## src/rtl/phy_pkg.sv

```systemverilog
// phy_pkg: shared constants and state encoding for the phy receive path
package phy_pkg;
  localparam int BYTE_W = 8;
  localparam logic [BYTE_W-1:0] COMMA_BC = 8'hBC;
  typedef enum logic [1:0] {SEARCH = 2'd0, LOCKING = 2'd1, ACTIVE = 2'd2} state_t;
endpackage

```

## src/rtl/serial_paralelo_rx_comma_detector.sv

```systemverilog
// comma_detector: serial history register plus sliding comma compare
//   clk_8f   bit clock
//   reset    asynchronous active-high reset
//   data_in  serial bit, MSB first
//   cand     the last 8 bits received, newest in bit 0
//   is_comma cand equals COMMA
module comma_detector
  import phy_pkg::*;
#(
  parameter logic [BYTE_W-1:0] COMMA = COMMA_BC
) (
  input  logic              clk_8f,
  input  logic              reset,
  input  logic              data_in,
  output logic [BYTE_W-1:0] cand,
  output logic              is_comma
);
  // The oldest bit of the 8-bit window falls out of cand on the next shift,
  // so only the seven most recent past bits need storing.
  logic [BYTE_W-2:0] shift;
  assign cand = {shift, data_in};
  assign is_comma = cand == COMMA;
  always_ff @(posedge clk_8f or posedge reset)
    if (reset) shift <= '0;
    else shift <= cand[BYTE_W-2:0];
endmodule

```

## src/rtl/serial_paralelo_rx.sv

```systemverilog
// serial_paralelo_rx: comma-aligned MSB-first deserialiser with lock FSM
//   clk_8f       bit clock, 8x byte rate
//   reset        asynchronous active-high reset
//   data_in      serial bit, MSB of each byte first
//   data_out     last received data byte (0 for a comma)
//   valid_out    data_out holds a non-comma byte
//   byte_strobe  one-cycle pulse per aligned byte boundary
//   active       link locked
//   rx_byte_cnt  saturating count of valid bytes, only with SP_RX_BYTE_CNT_EN
module serial_paralelo_rx
  import phy_pkg::*;
#(
  parameter logic [BYTE_W-1:0] COMMA    = COMMA_BC,
  parameter int                BC_COUNT = 4
) (
  input  logic              clk_8f,
  input  logic              reset,
  input  logic              data_in,
  output logic [BYTE_W-1:0] data_out,
  output logic              valid_out,
  output logic              byte_strobe,
`ifdef SP_RX_BYTE_CNT_EN
  output logic [7:0]        rx_byte_cnt,
`endif
  output logic              active
);
  state_t            state;
  logic [2:0]        bit_cnt;
  logic [3:0]        bc_cnt;
  logic [BYTE_W-1:0] cand;
  logic              is_comma;
  logic              boundary;
  logic              lock_done;
  comma_detector #(.COMMA(COMMA)) u_det (
    .clk_8f  (clk_8f),
    .reset   (reset),
    .data_in (data_in),
    .cand    (cand),
    .is_comma(is_comma)
  );
  assign boundary = bit_cnt == 3'd7;
  assign lock_done = is_comma && ({1'b0, bc_cnt} + 5'd1 == 5'(BC_COUNT));
  assign active = state == ACTIVE;
  // bit_cnt is parked at 0 while searching so the first aligned boundary
  // lands 8 bits after the comma that started the lock attempt.
  always_ff @(posedge clk_8f or posedge reset)
    if (reset) begin
      state       <= SEARCH;
      bit_cnt     <= '0;
      bc_cnt      <= '0;
      data_out    <= '0;
      valid_out   <= 1'b0;
      byte_strobe <= 1'b0;
    end else begin
      byte_strobe <= boundary && state != SEARCH;
      bit_cnt     <= state == SEARCH ? 3'd0 : bit_cnt + 3'd1;
      case (state)
        SEARCH: if (is_comma) begin
          bc_cnt <= 4'd1;
          state  <= BC_COUNT == 1 ? ACTIVE : LOCKING;
        end
        LOCKING: if (boundary) begin
          bc_cnt <= is_comma ? bc_cnt + 4'd1 : 4'd0;
          state  <= !is_comma ? SEARCH : lock_done ? ACTIVE : LOCKING;
        end
        ACTIVE: if (boundary) begin
          valid_out <= !is_comma;
          data_out  <= is_comma ? '0 : cand;
        end
        default: state <= SEARCH;
      endcase
    end
`ifdef SP_RX_BYTE_CNT_EN
  always_ff @(posedge clk_8f or posedge reset)
    if (reset) rx_byte_cnt <= '0;
    else if (state == ACTIVE && boundary && !is_comma && rx_byte_cnt != 8'hFF)
      rx_byte_cnt <= rx_byte_cnt + 8'd1;
`endif
endmodule

```

## config.mk

```make
export PLATFORM = sky130hd
export DESIGN_NAME = serial_paralelo_rx
export DESIGN_NICKNAME = d
export VERILOG_FILES = /design/src/rtl/phy_pkg.sv /design/src/rtl/serial_paralelo_rx_comma_detector.sv /design/src/rtl/serial_paralelo_rx.sv
export SDC_FILE = /design/constraint.sdc
export NUM_CORES = 1
export LEC_CHECK = 0
export CAP_MARGIN = 25
export CORE_AREA = 2 2 50 52
export DETAILED_ROUTE_END_ITERATION = 8
export DIE_AREA = 0 0 52 54
export PLACE_DENSITY_LB_ADDON = 0.1
export SKIP_CTS_REPAIR_TIMING = 1
export SLEW_MARGIN = 10
export SYNTH_ARGS = -nofsm -noshare
export SYNTH_HDL_FRONTEND = slang
export SYNTH_SLANG_ARGS = --single-unit
```

## constraint.sdc

```tcl
create_clock -name clk_8f -period 2.7 [get_ports clk_8f]
set_input_delay 0.675 -clock clk_8f [delete_from_list [all_inputs] [get_ports clk_8f]]
set_output_delay 0.675 -clock clk_8f [all_outputs]
set_load 0.05 [all_outputs]
```

## Word level (Yosys, flattened, before mapping)

Cells that the tools add are included.

| word-level totals | value |
|---|---|
| register bits | 26 |
| bits in latches | 0 |
| RAM bits | 0 |
| bits in read-only memories | 0 |
| bits of input ports | 3 |
| output and inout port bits | 11 |
| logic and storage cells | 38 |
| memories | 0 |

| cells by class | value |
|---|---|
| $add $sub $neg | 3 |
| multiply operators | 0 |
| div/mod/pow operators | 0 |
| order comparisons | 0 |
| eq/ne operators | 7 |
| shift-type cells | 0 |
| muxes and demuxes | 11 |
| bitwise gates (word level) | 1 |
| reduce and logical (&&, ||, !) cells | 9 |

Operators by type and width:

| operator | count |
|---|---|
| $mux 4 | 3 |
| $eq 8x8->1 const B | 1 |
| $mux 2 | 4 |
| $mux 8 | 1 |
| $pmux 4 s2 | 1 |
| $pmux 2 s3 | 1 |
| $reduce_and 3->1 | 2 |
| $add 4x1->5 const B | 1 |
| $eq 5x3->1 const B | 1 |
| $add 4x1->4 const B | 1 |
| $ne 2x2->1 const B | 2 |
| $reduce_bool 2->1 | 2 |
| $add 3x1->3 const B | 1 |
| $eq 3x3->1 const B | 1 |
| $mux 3 | 1 |
| $eq 2x1->1 const B | 1 |
| $eq 2x2->1 const B | 1 |
| $logic_and 1x1->1 | 2 |
| $logic_not 2->1 | 1 |
| $reduce_and 2->1 | 1 |
| $logic_not 1->1 | 1 |
| $not 1->1 | 1 |

## Depth between registers and ports, before layout

Gate-level depths: netlist of run 1.

| depth | value |
|---|---|
| depth in word-level cells | 7 |
| depth in mapped cells | 7 |
| gate-level depth less buffers | 5 |

## Hierarchy

From an unflattened synthesis of run 1, not the netlist that was laid out.

| second synthesis, totals | value |
|---|---|
| cell total of the unflattened synthesis | 100 |
| area total of the unflattened synthesis | 1,087.3 um^2 |

By module, submodules not included:

| module | instances | cells an instance | area an instance (um^2) | seq. area each (um^2) |
|---|---|---|---|---|
| serial_paralelo_rx | 1 | 88 | 875.8 | 475.5 |
| comma_detector | 1 | 12 | 211.5 | 175.2 |

## Worst setup path after synthesis of run 1

OpenSTA, ideal clock, no wires.

| timing path | value |
|---|---|
| path type | register to output |
| start point | register state[1] |
| end point | output active |
| arrival | 1.262 ns |
| data required time | 2.025 ns |
| setup slack | 0.763 ns |
| stages on the path, launching flop included | 4 |
| buffers on the path | 1 |
| cells stage by stage | dfrtp_1 buf_2 inv_2 nor2_1 |

| between the ends | value |
|---|---|
| longest elaborated chain between the ends | 1 |

Ends and longest elaborated chain:

| element | line | text |
|---|---|---|
| start, declared | serial_paralelo_rx.sv:27 | `state_t state;` |
| start signal, assigned | serial_paralelo_rx.sv:60 | `state <= BC_COUNT == 1 ? ACTIVE : LOCKING;` |
| start signal, assigned | serial_paralelo_rx.sv:64 | `state <= !is_comma ? SEARCH : lock_done ? ACTIVE : LOCKING;` |
| $eq 2x2->1 | serial_paralelo_rx.sv:43 | `assign active = state == ACTIVE;` |
| end, declared | serial_paralelo_rx.sv:25 | `output logic active` |

Every way passes these cells.

## Worst setup path after layout of run 1

Ends and elaborated chain as after synthesis.

==> out/metrics.cfg, run 1 <==
[die]
die_w_um=52
die-height_um=54
core_area_um2=2320
pin_count=14
num_rows=18
dieArea_um2=2808
initial_utilization_pct=50.97

[route]
via_per_inst=5.407
drt_iter0_markers=7
detail-route-antenna-nets=0
routed_wl_um=2156
drc=0
drt-wirelength-per-cell_um=14.37
via_count=811
drtPass1Iterations=4

[global_routing]
grt_use_total_pct=18.16
antenna_found_initial=0
grt_pass1_wl_um=3657
grt-ovfl-total=0
grt_max_degree=27
grt_pass1_vias=822

[place]
dp_cells=146
dp_slack_ns=0.4419
hpwl_um=1507
place.gp.congestion=0.7588
port-buffer-count=13

[synthesis]
synth.distinct_cells=27
synthesis.area_um2=1182
synth_nets=112
ys_warn_count=0
synth_edf_count=0
yosysTopAreaCell=dfrtp_1
yosysTopAreaCellShare_pct=55.03
synthCells=106
ys.flop_type=dfrtp_1
synth.avg_cell_area_um2=11.15
async_flop_share_pct=100.0
synth_seq_cells=26
synth_area_leaders=dfrtp_1 55%, nand2_1 6.7%, ha_1 3.2%, nand4_1 3.2%, buf_6 2.9%
synth.yosys.seq_area_share_pct=55.03

[layout]
fin_util_pct=58.63
fin_cells=150
drive_gt1_share_pct=12.50
antenna_cells=0
area_growth_pct=15.03
layout.nets=127

[pwr]
ir_worst_vdd_uv=332.8
intPower_uw=502.3
sw_frac_of_total_pct=24.19
leakagePower_nw=0.6288
power_frac_comb_pct=8.8
p_total_uw=662.5
sequentialPowerShare_pct=61.8
powerDensity_nw_per_um2=487.1
clkPwrFrac_pct=29.4
switchingPower_uw=160.2

[critical_path]
rr_worst_depth=5
crit_required_ns=2.03
end_kind=primary output
cp_max_fo=12
crit_slowest_cell=clkdlybuf4s50_1
arrival_ns=1.95
r2r_slack_ns=1.12
max_stage_delay_ns=0.80
setup.worst_path.class=flip-flop to primary output
cp_cell_sequence=inv_2 > nor2_1 > clkdlybuf4s50_1
rr_startpoint=bit_cnt[0]
reg2reg_to=data_out[7]
critPathLaunchType=flip-flop

[timing]
final.setup.tns_ns=0
fin_ws_ns=0.07089
timing.final.crit_share_pct=97.37
setup_viol=0
worst_pin_slew_ns=0.4994
hold_viol=0
fmax_mhz=380.4
rsz0062_at_grt=false
fin_crit_ns=2.629
slew_headroom_pct=66.60
slew_violations=0
clock_skew_ns=0.006393

[clock_tree]
h-tree-depth=1
cts.sinks=26
clock_latency_ns=0.32
clock_path_buffers=2
numCtsBuffers=3
cts_tree=yes
cts.reportedPaths.clkPinSlew_ns=0.14
cts_root_buf=clkbuf_4

[worst_hold_path]
worst_hold_path.num_cells=0
hp-class=flip-flop to flip-flop
min_to=u_det.shift[4]
hp-start=u_det.shift[3]

[run_status]
status=finished clean

[run]
maxCapViolCount=0

==> cell usage in the layout (no fill, tap or decap), drive strengths merged <==
master,count
o22ai,1
nor2b,5
nand3b,2
nor2,4
nor4bb,2
o311ai,1
o21ai,10
buf,3
and3b,2
clkbuf,4
and3,1
clkdlybuf4s50,13
inv,5
and2,1
a31oi,2
dfrtp,26
nor4b,1
nand2,21
nand4,7
nand4bb,2
a211o,2
a21oi,1
ha,3
and4,1
==> final cells by class <==
class / instances / area, µm²
fillers: 216 / 959.7
multi-input cells: 69 / 464.2
well taps: 30 / 37.54
inverters: 5 / 18.77
clock buffers: 4 / 36.28
repair buffers: 16 / 152.6
flip-flops and latches: 26 / 650.6
==> state kept, by name, summed over array words and instances, names as in the netlist <==
name / count
bit_cnt: 3
bc_cnt: 4
state: 2
byte_strobe: 1
valid_out: 1
data_out: 8
u_det.shift: 7
==> critical path, delay by kind of cell, from the launching register on <==
family | cells | cell delay, ns
AND/OR/NAND/NOR | 1 | 0.11
flip-flops | 1 | 0.61
buffers and inverters | 2 | 0.91
==> power groups by stage <==
stage | Combinational (mW) | Sequential (mW) | Clock [mW]
final | 0.0582 | 0.410 | 0.195
after global routing | 0.0633 | 0.411 | 0.214
after global placement | 0.0582 | 0.417 | 0
after detailed placement | 0.0592 | 0.418 | 0
after CTS | 0.0595 | 0.410 | 0.201
after floorplan | 0.0160 | 0.437 | 0
==> through the flow <==
| step | hold slack [ns] | cell area (µm²) |
|---|---|---|
| floorplan | 0.3737 | 1182 |
| global placement | 0.4025 | 1324 |
| detailed placement | 0.4060 | 1324 |
| CTS | 0.4376 | 1360 |
| global route | 0.4418 | 1360 |
| finish | 0.4336 | 1360 |
==> metal layers <==
metal  GRT usage (%)  up-vias  part of all wire (%)
li1                -      398                     -
met1           20.74      401                    43
met2           33.12        8                    54
met3           3.333        4                   1.7
met4           7.895        0                   1.1
met5               0        -                     0
==> synth_stat cells, types with 2 or more instances <==
| cell | instances |
|---|---|
| nor2_1 | 4 |
| inv_1 | 4 |
| nand2_1 | 21 |
| nor4bb_1 | 2 |
| dfrtp_1 | 26 |
| buf_2 | 3 |
| buf_6 | 3 |
| nor2b_1 | 5 |
| nand4bb_1 | 2 |
| nand4_1 | 6 |
| o21ai_0 | 4 |
| ha_1 | 3 |
| a31oi_1 | 2 |
| o21ai_1 | 6 |
| and3b_1 | 2 |
| a211o_1 | 2 |
==> how the worst max path moves through the flow <==
| stage | endpoint | cells after the start | slack, ns | startpoint |
|---|---|---|---|---|
| after CTS | active | 3 | 0.07 | state[1] |
| after global placement | active | 3 | 0.46 | state[1] |
| final | active | 3 | 0.07 | state[1] |
| after detailed placement | active | 3 | 0.44 | state[1] |
| after global routing | active | 3 | 0.01 | state[1] |
| after floorplan | active | 3 | 0.76 | state[1] |
==> cells by family after synthesis <==
family                   count (synthesis)  synth area share (%)
AND/OR/NAND/NOR                         49                 26.46
flip-flops                              26                 55.03
AO/OA/AOI/OAI                           17                 9.630
buffers and inverters                   11                 5.713
adder cells (fa/ha/maj)                  3                 3.175
No activity file was read; power rests on OpenSTA's default activity.
==> inputs of run 2 (changes only) <==
MAX_ROUTING_LAYER = met4   (was unset)
PLACE_DENSITY = 0.87   (was unset)
PLACE_DENSITY_LB_ADDON = unset   (was 0.1)
==> out/metrics.cfg, run 2 (same netlist as run 1, synthesis figures left out) <==
[pwr]
intPower_uw=472.0  ; was 502.3 µW
leakagePower_nw=0.6212  ; was 0.6288 nW
ir_worst_vdd_uv=377.4  ; was 332.8 µV
sequentialPowerShare_pct=65.1  ; was 61.8%
switchingPower_uw=157.5  ; was 160.2 µW
p_total_uw=629.5  ; was 662.5 µW
clkPwrFrac_pct=25.6  ; was 29.4%
power_frac_comb_pct=9.3  ; was 8.8%
powerDensity_nw_per_um2=466.7  ; was 487.1 nW/µm²
sw_frac_of_total_pct=25.02  ; was 24.19%

[timing]
worst_pin_slew_ns=0.5041  ; was 0.4994 ns
fin_ws_ns=0.4500  ; was 0.07089 ns
holdWs_ns=0.4274  ; was 0.4336 ns
hold_viol=0  ; unchanged
slew_headroom_pct=66.29  ; was 66.60%
clock_skew_ns=0.004509  ; was 0.006393 ns
fin_crit_ns=2.250  ; was 2.629 ns
final.setup.tns_ns=0  ; unchanged
slew_violations=0  ; unchanged
setup_viol=0  ; unchanged
rsz0062_at_grt=false  ; unchanged
timing.final.crit_share_pct=83.34  ; was 97.37%
fmax_mhz=444.4  ; was 380.4 MHz

[layout]
fin_cells=149  ; was 150
reg_top3=data_out: 8 flops, u_det.shift: 7 flops, bc_cnt: 4 flops  ; unchanged
drive_gt1_share_pct=11.76  ; was 12.50%
mostFrequentLayoutCell=dfrtp_1  ; unchanged
post-route-cell-area_um2=1349  ; was 1360 µm²
top_register=data_out  ; unchanged
area_growth_pct=14.07  ; was 15.03%
fin_util_pct=58.14  ; was 58.63%
antenna_cells=0  ; unchanged
multiInputGateArea_um2=464.2  ; unchanged
layout.nets=127  ; unchanged
most-common-layout-cells=26 x dfrtp_1, 21 x nand2_1, 12 x clkdlybuf4s50_1  ; was 26 x dfrtp_1, 21 x nand2_1, 13 x clkdlybuf4s50_1
n_fill_cell=201  ; was 216
largest_register_ffs=8  ; unchanged
register_area_um2=650.6  ; unchanged

[critical_path]
rr_startpoint=bit_cnt[0]  ; unchanged
critPathLaunchType=flip-flop  ; unchanged
arrival_ns=1.58  ; was 1.95 ns
r2r_slack_ns=1.10  ; was 1.12 ns
reg2reg_to=data_out[3]  ; was data_out[7]
crit_required_ns=2.03  ; about the same
end_kind=primary output  ; unchanged
setup.worst_path.class=flip-flop to primary output  ; unchanged
cp_max_fo=12  ; unchanged
rr_worst_depth=5  ; unchanged

[place]
port-buffer-count=13  ; unchanged
place.gp.congestion=0.8520  ; was 0.7588
postPlaceCellArea_um2=1324  ; unchanged
hpwl_um=1527  ; was 1507 µm
dp_cells=146  ; unchanged
dp_slack_ns=0.4243  ; was 0.4419 ns

[clock_tree]
clock_path_buffers=2  ; unchanged
numCtsBuffers=3  ; unchanged
cts_root_buf=clkbuf_4  ; unchanged
cts_tree=yes  ; unchanged
clock_latency_ns=0.31  ; was 0.32 ns
cts.reportedPaths.clkPinSlew_ns=0.14  ; about the same
cts.sinks=26  ; unchanged
h-tree-depth=1  ; unchanged

[route]
dr_wl_met2_um=1103  ; was 1170 µm
via_count=795  ; was 811
met3WireLength_um=45  ; was 37 µm
drtPass1Iterations=4  ; unchanged
via_per_inst=5.336  ; was 5.407
drt-wirelength-per-cell_um=14.88  ; was 14.37 µm
drt-met1-wl_um=1050  ; was 924 µm
drc=0  ; unchanged
routed_wl_um=2217  ; was 2156 µm
detail-route-antenna-nets=0  ; unchanged
drt_iter0_markers=7  ; unchanged
top_layer=met4  ; unchanged

[die]
num_rows=18  ; unchanged
pin_count=14  ; unchanged
dieArea_um2=2808  ; unchanged
die_w_um=52  ; unchanged
die-height_um=54  ; unchanged
core_area_um2=2320  ; unchanged
initial_utilization_pct=50.97  ; unchanged

[worst_hold_path]
hp-class=flip-flop to flip-flop  ; unchanged
min_to=u_det.shift[3]  ; was u_det.shift[4]
worst_hold_path.num_cells=0  ; unchanged
hp-start=u_det.shift[2]  ; was u_det.shift[3]

[global_routing]
grt-ovfl-total=0  ; unchanged
grt_use_total_pct=19.15  ; was 18.16%
grt_max_degree=27  ; unchanged
antenna_found_initial=0  ; unchanged
grt_pass1_vias=874  ; was 822
grt_pass1_wl_um=3822  ; was 3657 µm

[run_status]
status=finished clean  ; unchanged

[run]
maxCapViolCount=0  ; unchanged

[run 2: changes by cell type in the layout (fill, tap and decap cells not counted), sizes merged]
| cell | previous run | this run |
|---|---|---|
| clkdlybuf4s50 | 13 | 12 |
| dlymetal6s2s | 0 | 1 |
| clkbuf | 4 | 3 |
[run 2: area by class of cell]
class / count / share of cell area, %
tap: 30 / 2.783
timing repair buffer: 16 / 11.50
multi-input combinational: 69 / 34.42
clock buffer: 3 / 1.670
sequential: 26 / 48.24
inverter: 5 / 1.391
[run 2: critical path, cell delays in order, from the launching register on]
cell,delay [ns]
dfrtp_1,0.63
inv_2,0.11
nor2_1,0.11
dlymetal6s2s_1,0.42
[run 2: worst max path at each step]
| stage | to | slack (ns) | cells past startpoint | from |
|---|---|---|---|---|
| floorplan | active | 0.76 | 3 | state[1] |
| global placement | active | 0.48 | 3 | state[1] |
| detailed placement | active | 0.42 | 3 | state[1] |
| CTS | active | 0.06 | 3 | state[1] |
| global route | active | 0.39 | 3 | state[1] |
| finish | active | 0.45 | 3 | state[1] |
[run 2: metal layers]
layer | vias to the layer above | global-route usage, %
li1 | 394 | -
met1 | 390 | 21.54
met2 | 9 | 33.76
met3 | 2 | 2.778
met4 | 0 | 8.772
met5 | - | -
[run 2: power groups by stage]
stage	Sequential, mW	Combinational, mW	Clock [mW]
4_1_cts	0.409	0.0593	0.160
3_5_place_dp	0.417	0.0591	0
5_1_grt	0.411	0.0622	0.177
3_3_place_gp	0.416	0.0579	0
6_report	0.410	0.0584	0.161
2_1_floorplan	0.437	0.0160	0
